<file path="src/rtl/break_recovery_ctrl.sv">
// Break/recovery controller for the advanced-timer PWM output stage.
// Owns the main output enable (moe), qualifies fault removal and reports break entries.
module break_recovery_ctrl #(
  parameter int FLT_W = 8,
  parameter int CNT_W = 4
) (
  input  logic             pe_brk_clk,
  input  logic             pe_brk_rst,
  input  logic             fault_detected,
  input  logic             r_aoe,
  input  logic             r_moe_set,
  input  logic             r_moe_clr,
  input  logic             r_bif_clr,
  input  logic             r_cnt_clr,
  input  logic [FLT_W-1:0] r_flt_len,
  input  logic             update_event,
  output logic             moe,
  output logic             break_active,
  output logic             bif,
  output logic             break_irq,
  output logic             tim_dis,
  output logic [CNT_W-1:0] fault_cnt
);

  // state    | meaning
  // ST_OFF   | outputs disabled, waiting for software set or AOE update
  // ST_RUN   | outputs enabled (moe high unless fault present)
  // ST_BREAK | fault present, outputs forced off
  // ST_QUAL  | fault gone, counting fault-free cycles before allowing re-arm
  typedef enum logic [1:0] {ST_OFF, ST_RUN, ST_BREAK, ST_QUAL} state_t;

  state_t           r_state;
  state_t           w_next;
  logic [FLT_W-1:0] r_qual_cnt;
  logic             r_bif;
  logic             r_irq;
  logic             r_tim_dis;
  logic [CNT_W-1:0] r_cnt;
  logic [CNT_W-1:0] w_cnt_base;
  logic [CNT_W-1:0] w_cnt_next;
  logic             w_entry;

  always_comb begin
    w_next = r_state;
    case (r_state)
      ST_OFF: begin
        if (fault_detected)                          w_next = ST_BREAK;
        else if (r_moe_clr)                          w_next = ST_OFF;
        else if (r_moe_set || (r_aoe && update_event)) w_next = ST_RUN;
      end
      ST_RUN: begin
        if (fault_detected) w_next = ST_BREAK;
        else if (r_moe_clr) w_next = ST_OFF;
      end
      ST_BREAK: begin
        if (!fault_detected) w_next = ST_QUAL;
      end
      ST_QUAL: begin
        if (fault_detected)         w_next = ST_BREAK;
        else if (r_qual_cnt == '0)  w_next = ST_OFF;
      end
      default: w_next = ST_OFF;
    endcase
  end

  // QUAL->BREAK belongs to the same episode, so only OFF/RUN count as entry.
  assign w_entry    = ((r_state == ST_OFF) || (r_state == ST_RUN)) && fault_detected;
  assign w_cnt_base = r_cnt_clr ? '0 : r_cnt;
  assign w_cnt_next = (w_entry && (w_cnt_base != '1)) ? w_cnt_base + CNT_W'(1) : w_cnt_base;

  always_ff @(posedge pe_brk_clk) begin
    if (pe_brk_rst) begin
      r_state    <= ST_OFF;
      r_qual_cnt <= '0;
      r_bif      <= 1'b0;
      r_irq      <= 1'b0;
      r_tim_dis  <= 1'b0;
      r_cnt      <= '0;
    end else begin
      r_state <= w_next;
      if ((r_state == ST_BREAK) && !fault_detected)
        r_qual_cnt <= r_flt_len;
      else if ((r_state == ST_QUAL) && !fault_detected && (r_qual_cnt != '0))
        r_qual_cnt <= r_qual_cnt - FLT_W'(1);
      r_irq     <= w_entry;
      r_tim_dis <= w_entry;
      if (w_entry)
        r_bif <= 1'b1;
      else if (r_bif_clr)
        r_bif <= 1'b0;
      r_cnt <= w_cnt_next;
    end
  end

  // Combinational fault gating gives same-cycle shutdown of the outputs.
  assign moe          = (r_state == ST_RUN) && !fault_detected;
  assign break_active = (r_state == ST_BREAK) || (r_state == ST_QUAL);
  assign bif          = r_bif;
  assign break_irq    = r_irq;
  assign tim_dis      = r_tim_dis;
  assign fault_cnt    = r_cnt;

endmodule

</file>
<file path="config.mk">
export PLATFORM = sky130hd
export DESIGN_NAME = break_recovery_ctrl
export DESIGN_NICKNAME = d
export VERILOG_FILES = /design/src/rtl/break_recovery_ctrl.sv
export SDC_FILE = /design/constraint.sdc
export NUM_CORES = 1
export LEC_CHECK = 0
export ABC_AREA = 0
export ABC_CLOCK_PERIOD_IN_PS = 1680
export CELL_PAD_IN_SITES_DETAIL_PLACEMENT = 1
export CELL_PAD_IN_SITES_GLOBAL_PLACEMENT = 1
export CORE_MARGIN = 2
export CORE_UTILIZATION = 30
export CTS_BUF_LIST = sky130_fd_sc_hd__clkbuf_8
export CTS_CLUSTER_DIAMETER = 60
export CTS_CLUSTER_SIZE = 28
export DETAILED_ROUTE_END_ITERATION = 10
export GPL_TIMING_DRIVEN = 0
export PLACE_DENSITY_LB_ADDON = 0.1
export RECOVER_POWER = 100
export SYNTH_ARGS = -nofsm -noshare
export SYNTH_HDL_FRONTEND = slang
export SYNTH_SLANG_ARGS = --single-unit
</file>
<file path="constraint.sdc">
create_clock -name pe_brk_clk -period 1.68 [get_ports pe_brk_clk]
set_input_delay 0.252 -clock pe_brk_clk [delete_from_list [all_inputs] [get_ports pe_brk_clk]]
set_output_delay 0.252 -clock pe_brk_clk [all_outputs]
set_load 0.02 [all_outputs]
</file>
Word level (Yosys, flattened, before mapping)
Cells that the tools add are included.
- flip-flop bits (word level): 16
- input bits: 17
- add/sub/neg operators: 2
- eq/ne operators: 8
- muxes and demuxes: 15
- reductions and logical operators: 17
- operators with widths (cell ; number):
    $mux 2 ; 8
    $mux 8 ; 2
    $logic_not 8->1 ; 1
    $mux 4 ; 2
    $ne 4x4->1 const B ; 2
    $pmux 2 s4 ; 1
    $reduce_bool 8->1 ; 1
    $sub 8x1->8 const B ; 1
    $logic_and 1x1->1 ; 7
    $ne 3x3->1 const B ; 2
    $add 4x1->4 const B ; 1
    $eq 2x2->1 const B ; 2
    $reduce_and 4->1 ; 1
    $reduce_bool 2->1 ; 2
    $logic_or 1x1->1 ; 3
    $eq 2x1->1 const B ; 1
    $logic_not 2->1 ; 1
    $mux 1 ; 2
    $ne 2x2->1 const B ; 1
    $logic_not 1->1 ; 1

Depth between registers and ports, before layout
- depth after elaboration: 6
- depth in mapped cells: 6

Least setup slack after synthesis
Ideal clock, no wire load.
- path type: reg2reg
- start: register r_qual_cnt[0]
- end: register r_qual_cnt[0]
- setup time: 0.087 ns
- data arrival time: 1.517 ns
- slack: 0.076 ns
- cell stages (with the launch flop): 7
- clock period less this slack: 1.604 ns
- cell sequence: dfxtp_1 > inv_1 > ha_1 > nor4b_2 > a31oi_1 > or3_1 > o31ai_1
- cells in the longest elaborated chain, start to end: 3
- elaborated cells on any way between the ends: 6
- classes of those cells: 1 x add/sub; 2 x mux; 3 x reduce/logical
- ends and longest elaborated chain (what ; line ; source):
    start, declared ; 34 ; logic [FLT_W-1:0] r_qual_cnt;
    start signal, assigned ; 82 ; r_qual_cnt <= r_flt_len;
    start signal, assigned ; 84 ; r_qual_cnt <= r_qual_cnt - FLT_W'(1);
    $sub 8x1->8 or $reduce_bool 8->1 (tied branches) ; 84, 83 ;
    $mux 8 or $logic_and 1x1->1 (tied branches) ; 83 ; else if ((r_state == ST_QUAL) && !fault_detected && (r_qual_cnt != '0))
    $mux 8 or $reduce_bool 2->1 (tied branches) ; - ;
Parallel ways exist; a longest one is shown, timed or not. The select of a mux whose other input is x is not followed.
A chain may end at the register's enable or synchronous reset.

Worst setup path in the final report
- start: register r_qual_cnt[0]
- end: register r_qual_cnt[4]
Same word-level chain as after synthesis.

==> results.cfg <==
[clocking]
cts_tree = yes
clock_tree.buffer_depth = 2
clock_latency_ns = 0.26
clkSlewWorstSetupHoldPaths_ns = 0.07
cts_root_buf = clkbuf_8
cts-buffers-inserted = 3
cts_sinks = 16
htree_levels = 1

[synthesis]
synthCells = 120
ys_seq_area_frac = 0.3257
yosys-top-cells-area = dfxtp_1 33%, a21oi_1 5.6%, nand2b_1 4.5%
synth_edf_count = 0
syn_nets = 140
synth_top_area_cell = dfxtp_1
ys_types = 38
synth_top_flop_cell = dfxtp_1
synthArstFlopShare = 0
ys_ff_latch = 16
yosys_warnings = 0
avgSynthCellArea_um2 = 8.195
synth_top_area_share = 0.3257
netlist_area_um2 = 983.4

[power_and_ir_drop]
switching_power_uw = 362.8
cellLeakagePower_nw = 0.5669
ir_drop_mv = 0.2754
pwr-share-seq = 0.374
power_frac_clock = 0.313
p_int_uw = 794.5
power.total_mw = 1.157
power_density_mw_per_mm2 = 803.6
pwr-share-comb = 0.314
swShare = 0.3135

[global_route]
grt_usage = 0.1680
grt_max_degree = 11
grt_pass1_vias = 967
antenna_found_initial = 0
grt_pass1_wl_um = 4616
grt_overflow_total = 0

[layout]
multi_input_comb_area_um2 = 660.6
regArea_um2 = 327.8
nNetsFinal = 174
finalNonFillerCells = 197
antenna_cells = 0
design_area_mm2 = 0.001440
num-fill-cells = 365
drive_above_1_share = 0.2157
syn2layout_area_growth_pct = 46.44

[timing]
report.final.slew_viol_count = 0
finalClockSkew_ns = 0.002844
finalSetupViolCount = 0
tightest_slew_ns = 0.4492
min_period_over_period = 0.9502
min_period_ns = 1.596
final_hold_viol_count = 0
max_clock_freq_ghz = 0.6264
worst_slack_ns = 0.08368
slew-limit-headroom = 0.6978

[route]
post_drt_wl_per_cell_um = 14.96
drtPass1Iterations = 4
wl_um = 2948
drtIter0Drc = 38
post_drt_via_cell_ratio = 5.142
ant_nets = 0
drc = 0
vias = 1013

[die]
core_mm2 = 0.003078
pin_count = 26
rows = 20
die_w_um = 61.26
dieArea_mm2 = 0.003752
die-height_um = 61.26
initial_utilization = 0.3195

[place]
hpwl_um = 2084
io_buffers = 23
finalWeightedCongestion = 0.7389
dpl-instance-area_mm2 = 0.001269
placed_cells = 187
dp_worst_setup_slack_ns = -0.3186

[setup_path]
cp.arrival_ns = 1.78
crit_fanout = 4
cp.required_ns = 1.87
critPathKind = flop to flop
end_kind = flop
start_kind = flop

[status]
outcome = complete, no violations

[min_path]
hp-class = input pin to flop

[flow_run]
maxCapViolations = 0
layout by cell type (no fill, tap or decap), types with 2 or more instances in the layout:
master / instances
a21oi_1: 10
dfxtp_1: 14
buf_6: 2
clkbuf_1: 3
nand3_1: 2
o21ai_1: 2
mux2i_1: 4
nor2_1: 11
nand2_1: 7
dfxtp_4: 2
buf_4: 9
nand2b_1: 7
nor2b_2: 2
nor2b_1: 4
dlygate4sd3_1: 7
o21ai_0: 2
nor4_1: 2
inv_2: 2
o32ai_1: 2
nor3_1: 5
clkdlybuf4s50_1: 14
a311oi_1: 2
clkbuf_8: 4
a31oi_1: 3
a22oi_1: 2
or3_1: 3
path summary, 6_finish.rpt:
kind	from	end	slack, ns	cells after the start
max reg2reg	r_qual_cnt[0]$_SDFFE_PP0P_	r_qual_cnt[4]$_SDFFE_PP0P_	0.08	6
min reg2reg	bif$_SDFFE_PP0P_	bif$_SDFFE_PP0P_	0.51	2
min	fault_detected	flop	0.28	3
max	r_qual_cnt[0]$_SDFFE_PP0P_	r_qual_cnt[4]$_SDFFE_PP0P_	0.08	6
worst max-delay path: stages (launching register included):
cell and delay [ns]:
dfxtp_4 0.35, inv_2 0.09, ha_4 0.17, nand2_1 0.05, or4_1 0.42, or3_1 0.32
a31oi_1 0.12
logic make-up (layout without fill, tap and decap cells):
family	after synthesis	after routing	synth area share
simple gates	51	51	0.3041
xor+xnor	1	1	0.008907
flops	16	16	0.3257
buf+inv	12	45	0.06869
fa+ha+maj	3	3	0.03817
mux	4	4	0.04071
compound gates	33	33	0.2137
area by class of cell:
| class | instances | share of cell area |
|---|---|---|
| Sequential cell | 16 | 0.2276 |
| Inverter | 3 | 0.007819 |
| Multi-Input combinational cell | 92 | 0.4587 |
| Timing Repair Buffer | 29 | 0.1868 |
| Tap cell | 44 | 0.03823 |
| Buffer | 9 | 0.04257 |
| Clock buffer | 4 | 0.03823 |
sequential cells by signal, summed over array words and instances, names as in the netlist, named ones only:
register    flops
bif             1
tim_dis         1
fault_cnt       4
r_qual_cnt      8
r_state         1
per-stage QoR:
stage            util  TNS (ns)  hold WS (ns)
6_report       0.4679         0        0.2782
5_1_grt        0.4679  -0.01467        0.2839
4_1_cts        0.4451         0        0.2626
3_5_place_dp   0.4122    -2.196        0.5165
3_3_place_gp   0.4122    -2.255        0.4665
2_1_floorplan       -         0        0.4024
power groups by stage:
stage | logic [mW] | registers (mW) | clock network [mW]
after floorplan | 0.189 | 0.437 | 0
after global placement | 0.289 | 0.436 | 0
after detailed placement | 0.295 | 0.438 | 0
after CTS | 0.331 | 0.433 | 0.372
after global routing | 0.401 | 0.435 | 0.379
final | 0.363 | 0.432 | 0.362
synthesized netlist by cell type, drive strengths merged (2+ instances only):
master / instances
a21oi: 11
inv: 3
nor3b: 2
nor2: 11
dfxtp: 16
o21ai: 5
nand2: 7
ha: 3
a22oi: 2
nor3: 6
nor2b: 6
nand2b: 8
a311oi: 2
mux2i: 4
or3: 3
o32ai: 2
buf: 5
nand3: 2
a31oi: 4
clkbuf: 4
nor4: 2
layer usage:
metal  up-vias  share of wire  GRT usage
met4         0         0.0081    0.04658
met2        27           0.49     0.2796
met5         -              0          0
met3         2          0.032    0.01891
li1        500              -          -
met1       484           0.47     0.2299
timing repair:
| item | 4_1_cts | 5_1_grt |
|---|---|---|
| buffers inserted | 2 | 4 |
| setup endpoints to repair | 11 | 10 |
| pin swaps | 0 | 2 |
| hold endpoints to repair | 0 | 0 |
| gates resized for setup | 16 | 13 |
| hold buffers | 0 | 0 |
No activity file was read; power rests on OpenSTA's default activity.
